`src/rtl/pinmux_pkg.sv`:
```
// Shared types and constants for the pinmux configuration loader and the
// tools that build its pin-configuration tables.
package pinmux_pkg;

    localparam logic [31:0] PINMUX_BASE_ADDR       = 32'h0400_0000;
    localparam int unsigned PINMUX_PAD_NUM         = 32;
    localparam logic [15:0] PINMUX_PAD_CFG0_OFFSET = 16'h0000;
    localparam logic [15:0] PINMUX_PAD_STRIDE      = 16'h0004;
    localparam logic [15:0] PINMUX_CTRL_OFFSET     = 16'h0100;

    typedef enum logic [2:0] {
        LDR_IDLE   = 3'd0,
        LDR_SCAN   = 3'd1,
        LDR_WR_REQ = 3'd2,
        LDR_WR_RSP = 3'd3,
        LDR_RD_REQ = 3'd4,
        LDR_RD_RSP = 3'd5,
        LDR_DONE   = 3'd6,
        LDR_ERR    = 3'd7
    } pinmux_ldr_state_e;

    // Register offset of the per-pad configuration word for a given pad.
    function automatic logic [15:0] pinmux_pad_offset(input int unsigned pad);
        return PINMUX_PAD_CFG0_OFFSET + 16'(pad) * PINMUX_PAD_STRIDE;
    endfunction

endpackage

```
`src/rtl/pinmux_cfg_timer.sv`:
```
// Saturating wait-cycle counter; expired_c flags the TIMEOUT-th cycle spent
// enabled since the last clear. TIMEOUT of 0 never expires.
module pinmux_cfg_timer
    import pinmux_pkg::*;
#(
    parameter int unsigned TIMEOUT = 64
) (
    input  logic clk_i,
    input  logic rst_ni,
    input  logic clr_i,
    input  logic en_i,
    output logic expired_c
);

    localparam int unsigned CW  = (TIMEOUT > 1) ? $clog2(TIMEOUT) : 1;
    localparam int unsigned LIM = (TIMEOUT > 0) ? TIMEOUT - 1 : 0;

    logic [CW-1:0] cnt_q;

    always_ff @(posedge clk_i or negedge rst_ni) begin
        if (!rst_ni) begin
            cnt_q <= '0;
        end else if (clr_i) begin
            cnt_q <= '0;
        end else if (en_i && (cnt_q != CW'(LIM))) begin
            cnt_q <= cnt_q + CW'(1);
        end
    end

    assign expired_c = (TIMEOUT != 0) && en_i && (cnt_q == CW'(LIM));

endmodule

```
`src/rtl/pinmux_cfg_loader.sv`:
```
// OBI master that writes an enabled-entry pin-configuration table into the
// pinmux register block, optionally reading each entry back to verify it.
module pinmux_cfg_loader
    import pinmux_pkg::*;
#(
    parameter int unsigned ENTRY_NUM  = 8,
    parameter logic [31:0] BASE_ADDR  = PINMUX_BASE_ADDR,
    parameter int unsigned TIMEOUT    = 64,
    parameter bit          AUTO_START = 1'b1
) (
    input  logic                       clk_i,
    input  logic                       rst_ni,
    input  logic                       start_i,
    input  logic                       verify_en_i,
    input  logic [ENTRY_NUM-1:0]       cfg_vld_i,
    input  logic [ENTRY_NUM-1:0][15:0] cfg_addr_i,
    input  logic [ENTRY_NUM-1:0][31:0] cfg_data_i,
    output logic                       busy_o,
    output logic                       done_o,
    output logic                       err_o,
    output logic [$clog2(ENTRY_NUM):0] err_idx_o,
    output logic                       req_o,
    output logic                       we_o,
    output logic [3:0]                 be_o,
    output logic [31:0]                addr_o,
    output logic [31:0]                data_o,
    input  logic                       gnt_i,
    input  logic                       rvalid_i,
    input  logic [31:0]                data_i
);

    localparam int unsigned IW = $clog2(ENTRY_NUM) + 1;
    localparam int unsigned SW = (ENTRY_NUM > 1) ? $clog2(ENTRY_NUM) : 1;

    pinmux_ldr_state_e state_q;
    logic [IW-1:0]     idx_q;
    logic              verify_q;
    logic              auto_q;

    logic [SW-1:0]     sel_c;
    logic              cur_vld_c;
    logic [31:0]       cur_addr_c;
    logic [31:0]       cur_data_c;
    logic              last_c;
    logic              in_wait_c;
    logic              step_c;
    logic              tmo_c;

    // Current table entry; idx == ENTRY_NUM is caught by last_c before use.
    assign sel_c      = SW'(idx_q);
    assign cur_vld_c  = cfg_vld_i[sel_c];
    assign cur_addr_c = {BASE_ADDR[31:16], cfg_addr_i[sel_c]};
    assign cur_data_c = cfg_data_i[sel_c];
    assign last_c     = (idx_q == IW'(ENTRY_NUM));

    assign in_wait_c = (state_q == LDR_WR_REQ) || (state_q == LDR_WR_RSP) ||
                       (state_q == LDR_RD_REQ) || (state_q == LDR_RD_RSP);
    assign step_c    = (((state_q == LDR_WR_REQ) || (state_q == LDR_RD_REQ)) && gnt_i) ||
                       (((state_q == LDR_WR_RSP) || (state_q == LDR_RD_RSP)) && rvalid_i);

    // Timer restarts on every state change into or between the wait states.
    pinmux_cfg_timer #(
        .TIMEOUT (TIMEOUT)
    ) u_timer (
        .clk_i     (clk_i),
        .rst_ni    (rst_ni),
        .clr_i     (!in_wait_c || step_c),
        .en_i      (in_wait_c),
        .expired_c (tmo_c)
    );

    always_ff @(posedge clk_i or negedge rst_ni) begin
        if (!rst_ni) begin
            state_q   <= LDR_IDLE;
            idx_q     <= '0;
            verify_q  <= 1'b0;
            auto_q    <= AUTO_START;
            busy_o    <= 1'b0;
            done_o    <= 1'b0;
            err_o     <= 1'b0;
            err_idx_o <= '0;
            req_o     <= 1'b0;
            we_o      <= 1'b0;
            be_o      <= 4'h0;
            addr_o    <= '0;
            data_o    <= '0;
        end else begin
            auto_q <= 1'b0;
            unique case (state_q)
                LDR_IDLE: begin
                    if (start_i || auto_q) begin
                        state_q   <= LDR_SCAN;
                        idx_q     <= '0;
                        done_o    <= 1'b0;
                        err_o     <= 1'b0;
                        err_idx_o <= '0;
                        busy_o    <= 1'b1;
                        verify_q  <= verify_en_i;
                    end
                end
                LDR_SCAN: begin
                    if (last_c) begin
                        state_q <= LDR_DONE;
                        done_o  <= 1'b1;
                        busy_o  <= 1'b0;
                    end else if (cur_vld_c) begin
                        state_q <= LDR_WR_REQ;
                        req_o   <= 1'b1;
                        we_o    <= 1'b1;
                        be_o    <= 4'hF;
                        addr_o  <= cur_addr_c;
                        data_o  <= cur_data_c;
                    end else begin
                        idx_q <= idx_q + IW'(1);
                    end
                end
                LDR_WR_REQ, LDR_RD_REQ: begin
                    if (gnt_i) begin
                        req_o   <= 1'b0;
                        state_q <= (state_q == LDR_WR_REQ) ? LDR_WR_RSP : LDR_RD_RSP;
                    end
                end
                LDR_WR_RSP: begin
                    if (rvalid_i) begin
                        if (verify_q) begin
                            state_q <= LDR_RD_REQ;
                            req_o   <= 1'b1;
                            we_o    <= 1'b0;
                            be_o    <= 4'hF;
                            addr_o  <= cur_addr_c;
                            data_o  <= '0;
                        end else begin
                            idx_q   <= idx_q + IW'(1);
                            state_q <= LDR_SCAN;
                        end
                    end
                end
                LDR_RD_RSP: begin
                    if (rvalid_i) begin
                        if (data_i == cur_data_c) begin
                            idx_q   <= idx_q + IW'(1);
                            state_q <= LDR_SCAN;
                        end else begin
                            err_idx_o <= idx_q;
                            err_o     <= 1'b1;
                            busy_o    <= 1'b0;
                            state_q   <= LDR_ERR;
                        end
                    end
                end
                LDR_DONE: state_q <= LDR_IDLE;
                LDR_ERR:  state_q <= LDR_IDLE;
                default:  state_q <= LDR_IDLE;
            endcase

            // A stalled slave aborts the sequence; a same-cycle handshake wins.
            if (in_wait_c && !step_c && tmo_c) begin
                req_o     <= 1'b0;
                err_idx_o <= idx_q;
                err_o     <= 1'b1;
                busy_o    <= 1'b0;
                state_q   <= LDR_ERR;
            end
        end
    end

endmodule

```
`config.mk`:
```
export PLATFORM = sky130hd
export DESIGN_NAME = pinmux_cfg_loader
export DESIGN_NICKNAME = d
export VERILOG_FILES = /design/src/rtl/pinmux_pkg.sv /design/src/rtl/pinmux_cfg_timer.sv /design/src/rtl/pinmux_cfg_loader.sv
export SDC_FILE = /design/constraint.sdc
export NUM_CORES = 1
export LEC_CHECK = 0
export BUFFER_PORTS_ARGS = -buffer_cell sky130_fd_sc_hd__buf_2
export CAP_MARGIN = 30
export CELL_PAD_IN_SITES_DETAIL_PLACEMENT = 1
export CELL_PAD_IN_SITES_GLOBAL_PLACEMENT = 1
export CORE_AREA = 3 3 193 195
export CTS_CLUSTER_SIZE = 20
export DETAILED_ROUTE_END_ITERATION = 8
export DIE_AREA = 0 0 196 198
export MAX_ROUTING_LAYER = met4
export PLACE_DENSITY_LB_ADDON = 0.1
export SETUP_SLACK_MARGIN = 0.02
export SYNTH_ARGS = -nofsm -noshare
export SYNTH_HDL_FRONTEND = slang
export SYNTH_SLANG_ARGS = --single-unit
```
`constraint.sdc`:
```
create_clock -name clk_i -period 4.9 [get_ports clk_i]
set_clock_uncertainty 0.2 [all_clocks]
set_input_delay 0.98 -clock clk_i [delete_from_list [all_inputs] [get_ports clk_i]]
set_output_delay 0.98 -clock clk_i [all_outputs]
set_load 0.005 [all_outputs]
```
== Word-level counts from Yosys, hierarchy flattened ==
Index checks and enable logic that the tools add are counted.
Storage, ports and cells
  bits in registers: 92
  latch bits: 0
  RAM bits: 0
  memory bits (read-only): 0
  input port bits: 430
  logic and storage cells: 151
  memories: 0
Operators by class
  $add $sub $neg: 2
  $mul: 0
  divide/modulo/power cells: 0
  $lt $le $gt $ge: 1
  eq/ne operators: 31
  shift operators: 0
  multiplexer cells: 69
  bitwise logic cells: 0
  reductions and logical operators: 34
Operator list (count)
  32-bit two-way mux: 9
  32-bit one-hot mux with 2 select lines: 2
  32-bit binary-select mux with 3-bit select: 1
  4-bit two-way mux: 14
  16-bit binary-select mux with 3-bit select: 1
  32-bit == test: 1
  3-bit two-way mux: 10
  1-bit two-way mux: 19
  2-bit inequality test, second input constant: 9
  3-bit one-hot mux with 6 select lines: 1
  16-bit two-way mux: 1
  4-bit one-hot mux with 2 select lines: 2
  4-bit one-hot mux with 4 select lines: 1
  3-bit inequality test, second input constant: 5
  5-bit AND reduction: 3
  3-bit == test, second input constant: 4
  6-bit two-way mux: 2
  3-bit by 2-bit inequality test with 1-bit output, second input constant: 4
  4-bit nonzero test: 3
  1-bit logical OR: 8
  8-bit AND reduction: 1
  6-bit by 1-bit adder with 6-bit output, second input constant: 1
  3-bit by 2-bit == test with 1-bit output, second input constant: 2
  6-bit == test, second input constant: 1
  20 further kinds: 32

== Logic depth before layout (Yosys ltp) ==
  depth after elaboration: 9
  gate-level depth with buffers: 14

== Hierarchy ==
A second synthesis with hierarchy kept.
Second synthesis, totals
  cells, all modules: 615
  area total of the unflattened synthesis: 6683.9 um^2
Modules (own cells, without submodules)
  pinmux_cfg_loader: instances 1, cells an instance 574, area an instance 6316.1 um^2, seq. area each 1677.9 um^2
  pinmux_cfg_timer: instances 1, cells an instance 41, area an instance 367.9 um^2, seq. area each 150.1 um^2

== Worst setup path after synthesis ==
No wires, ideal clock.
  kind: in2reg
  start: input port cfg_data_i[211] (netlist bit)
  end: register err_idx_o[0]
  setup time: 0.121 ns
  data arrival time: 3.078 ns
  required time: 4.579 ns
  setup slack: 1.502 ns
  stages: 9
  path buffers: 0
  cell sequence: mux4_2 -> mux2i_1 -> xnor2_1 -> a2111oi_2 -> nand4_1 -> nor4_4 -> or2b_2 -> o21ai_2 -> a22o_1
On the way
  longest elaborated chain between the ends: 5
RTL lines
  start, declared: RTL line pinmux_cfg_loader.sv:17  | input logic [ENTRY_NUM-1:0][31:0] cfg_data_i,
  32-bit binary-select mux with 3-bit select: RTL line pinmux_cfg_loader.sv:53  | assign cur_data_c = cfg_data_i[sel_c];
  32-bit two-way mux (implied by the code): RTL line pinmux_cfg_loader.sv:53
  32-bit == test: RTL line pinmux_cfg_loader.sv:140  | if (data_i == cur_data_c) begin
  3-bit by 2-bit inequality test with 1-bit output (no line)
  4-bit AND reduction (no line)
  end signal, assigned: RTL line pinmux_cfg_loader.sv:144  | err_idx_o <= idx_q;
  end signal, assigned: RTL line pinmux_cfg_loader.sv:159  | err_idx_o <= idx_q;
  end, declared: RTL line pinmux_cfg_loader.sv:21  | output logic [$clog2(ENTRY_NUM):0] err_idx_o,
Every way passes these cells. The select of a mux whose other input is x is not followed.
A chain may end at the register's enable or synchronous reset.

== Final worst setup path ==
  start: register idx_q[1]
  end: register idx_q[3]
On the way
  longest elaborated chain between the ends: 5
  elaborated cells between the ends (all ways): 18
  those cells by class: add/sub (1); eq/ne (5); mux (11); reduce/logical (1)
RTL lines
  start, declared: RTL line pinmux_cfg_loader.sv:36  | logic [IW-1:0] idx_q;
  start signal, assigned: RTL line pinmux_cfg_loader.sv:114  | idx_q <= idx_q + IW'(1);
  start signal, assigned: RTL line pinmux_cfg_loader.sv:133  | idx_q <= idx_q + IW'(1);
  start signal, assigned: RTL line pinmux_cfg_loader.sv:141  | idx_q <= idx_q + IW'(1);
  32-bit binary-select mux with 3-bit select: RTL line pinmux_cfg_loader.sv:53
  32-bit two-way mux (implied by the code): RTL line pinmux_cfg_loader.sv:53
  32-bit == test: RTL line pinmux_cfg_loader.sv:140
  2-bit by 1-bit inequality test with 1-bit output (no line)
  8-bit AND reduction (no line)
Parallel ways exist; a longest one is shown, timed or not. The select of a mux whose other input is x is not followed.

==> impl_metrics.env <==
export IMPL_hold_buffers=0
export IMPL_clk_pin_slew_worst_paths_ns=0.06
export IMPL_drt_iter0_drc=226
export IMPL_required_ns=4.96
export IMPL_period_share=0.8067
export IMPL_via_per_inst=4.475
export IMPL_grt_busiest_layer="met2"
export IMPL_clock_sinks=73
export IMPL_crit_type="flop to flop"
export IMPL_synth_seq_cells=73
export IMPL_die_area_sq_um=38810
export IMPL_wl_per_cell_microns=22.21
export IMPL_gp_congestion=0.7583
export IMPL_grt_pass1_vias=7657
export IMPL_synthesis_area_sq_um=6504
export IMPL_synth_async_sr_flop_share=1.000
export IMPL_grt_pass1_wl_microns=48270
export IMPL_crit_arrival_ns=4.02
export IMPL_path_cells="buf_12 > mux4_2 > mux2i_1 > xnor2_1 > a2111oi_2 > nand4_1 > nor4_4 > o21ai_1 > nor3_1 > mux2i_1"
export IMPL_tightest_slew_ns=0.7093
export IMPL_root_buffer="clkbuf_16"
export IMPL_max_freq_mhz=253.0
export IMPL_rows=69
export IMPL_use_met2=0.3293
export IMPL_status="completed"
export IMPL_worstPathMaxFanout=26
export IMPL_startpoint_type="flop"
export IMPL_crit_slowest_cell="dfrtp_4"
export IMPL_p_leak_nw=4.726
export IMPL_worstSkewPairLatency_ns=0.35
export IMPL_cellPowerDensity_nw_per_um2=504.4
export IMPL_peakVddDrop_mv=0.1700
export IMPL_layout_drive_gt1_share=0.5940
export IMPL_synth_edff_count=0
export IMPL_rsz0062_at_grt="no"
export IMPL_place_hpwl_microns=28780
export IMPL_cts_htree_levels=3
export IMPL_setup_viol=0
export IMPL_met1_usage=0.1885
export IMPL_grt_max_degree=51
export IMPL_slew_headroom=0.5271
export IMPL_antenna_left=0
export IMPL_syn_area_per_cell_sq_um=11.14
export IMPL_hold_violations=0
export IMPL_yosysWarnings=0
export IMPL_syn_instance_count=584
export IMPL_hold_path_class="flop to flop"
export IMPL_io_pins=507
export IMPL_die_height_microns=198
export IMPL_nNetsFinal=1492
export IMPL_tritoncts="built"
export IMPL_grt_overflow=0
export IMPL_setup_tns_final_ns=0
export IMPL_cts_buffers=9
export IMPL_first_pass_iters=4
export IMPL_post_cts_setup_buffers=0
export IMPL_port_buffers=491
export IMPL_clk_path_buf_depth=2
export IMPL_die_w_microns=196
export IMPL_drc=0
export IMPL_antenna_found_initial=7
export IMPL_p_total_w=0.004922
export IMPL_critPathCaptureType="flop"
export IMPL_grt_usage=0.1721
export IMPL_yosys_most_used_dff="dfrtp_1"
export IMPL_period_needed_ns=3.953
export IMPL_core_area_sq_um=35570
export IMPL_start_util=0.1828
export IMPL_slew_violations=0
export IMPL_crit_family="multiplexers"
export IMPL_vias=6838
export IMPL_cap_violations=0
export IMPL_area_growth_pct=50.04
export IMPL_path_common_cell="mux2i_1"
export IMPL_cts_resized=0
export IMPL_cp_num_buf_inv=1
export IMPL_grt_util_met3=0.03454
export IMPL_nFillCells=4196
export IMPL_seq_area_frac_synth=0.2811
export IMPL_max_stage_delay_ns=0.73
export IMPL_synth_cell_types=58
export IMPL_drt_wl_total_microns=33940
==> cell usage after synthesis, types with 5 or more instances <==
| master | number | area (sq um) |
|---|---|---|
| buf_2 | 7 | 35.03 |
| mux4_2 | 85 | 1914 |
| a21oi_1 | 11 | 55.05 |
| o21ai_0 | 56 | 280.3 |
| nand3_1 | 7 | 35.03 |
| xnor2_1 | 23 | 201.4 |
| clkbuf_1 | 23 | 86.33 |
| nor3_1 | 11 | 55.05 |
| dfrtp_1 | 72 | 1802 |
| buf_1 | 5 | 18.77 |
| xor2_1 | 6 | 52.55 |
| mux2i_1 | 64 | 640.6 |
| nand2b_1 | 9 | 56.30 |
| a22o_1 | 6 | 52.55 |
| buf_4 | 26 | 195.2 |
| nor2_1 | 19 | 71.32 |
| a22oi_1 | 9 | 67.56 |
| nand2_1 | 68 | 255.2 |
==> per-layer routing <==
metal / wire length [microns] / share of wire
met4: 316 / 0.0093
met3: 2106 / 0.062
met2: 18730 / 0.55
met5: 0 / 0
met1: 12780 / 0.38
==> through the flow <==
step / cell area (sq um) / instances / hold WS (ns) / worst slack [ns] / util
2_1_floorplan: 6560 / 599 / 0.2711 / 1.502 / -
3_3_place_gp: 9425 / 1508 / 0.2580 / 0.7828 / 0.2650
3_5_place_dp: 9430 / 1509 / 0.2656 / 0.7657 / 0.2651
4_1_cts: 9751 / 1525 / 0.2807 / 0.7417 / 0.2741
5_1_grt: 9758 / 1528 / 0.2969 / 0.5695 / 0.2743
6_report: 9758 / 1528 / 0.2759 / 0.9474 / 0.2743
==> worst paths after layout <==
| path | startpoint | to | slack, ns | cells after the start |
|---|---|---|---|---|
| max | idx_q[1] | idx_q[3] | 0.95 | 10 |
| max reg2reg | idx_q[1] | idx_q[3] | 0.95 | 10 |
| max in group asynchronous | rst_ni | data_o[8] | 3.15 | 2 |
| min reg2reg | data_o[7] | data_o[7] | 0.28 | 2 |
| min in group asynchronous | rst_ni | addr_o[11] | 0.47 | 1 |
| min | data_o[7] | data_o[7] | 0.28 | 2 |
==> cells in the final DEF (no fill, tap or decap), types with 11 or more instances in the layout <==
cell type	count
buf_2	491
mux4_2	85
dfrtp_1	69
nand2_1	68
mux2i_1	64
o21ai_0	56
xnor2_1	23
nor2_1	19
buf_4	19
conb_1	16
nor3_1	11
a21oi_1	11
==> cells by family (layout without fill, tap and decap cells) <==
logic type | after synthesis | in the layout | synth area share
xor+xnor | 29 | 29 | 0.03905
simple gates | 146 | 146 | 0.1087
buf+inv | 67 | 532 | 0.05771
fa+ha+maj | 3 | 3 | 0.005772
compound gates | 112 | 112 | 0.1073
mux | 153 | 153 | 0.3998
flops | 73 | 73 | 0.2811
other cells | 1 | 19 | 0.0005766
==> power by group <==
group,internal [W],leakage (nW),switching [W]
registers,0.000854,0.918,0.000315
logic,0.00147,3.65,0.00154
clock network,0.000447,0.155,0.000296
total,0.00277,4.73,0.00215
==> state kept, by name, summed over array words and instances, names as in the netlist <==
name	flops
be_o	1
state_q	3
addr_o	16
data_o	32
we_o	1
busy_o	1
err_o	1
u_timer.cnt_q	6
auto_q	1
err_idx_o	4
idx_q	4
req_o	1
done_o	1
verify_q	1
==> worst register-to-register path, cell delays in order, from the launching register on <==
cell	delay [ns]
dfrtp_4	0.73
buf_12	0.27
mux4_2	0.53
mux2i_1	0.28
xnor2_1	0.18
a2111oi_2	0.35
nand4_1	0.19
nor4_4	0.50
o21ai_1	0.22
nor3_1	0.22
mux2i_1	0.21
==> cell type report <==
cell class              instances  area [sq um]  share of cell area
diodes                          3         7.507           0.0007693
clock buffers                   9         225.2             0.02308
clock inverters                 7         95.09            0.009745
inverters                       4         17.52            0.001795
multi-input cells             459          4359              0.4467
flip-flops and latches         73          1837              0.1882
well taps                     461         576.8             0.05911
repair buffers                512          2640              0.2705
No activity file was read; power rests on OpenSTA's default activity.
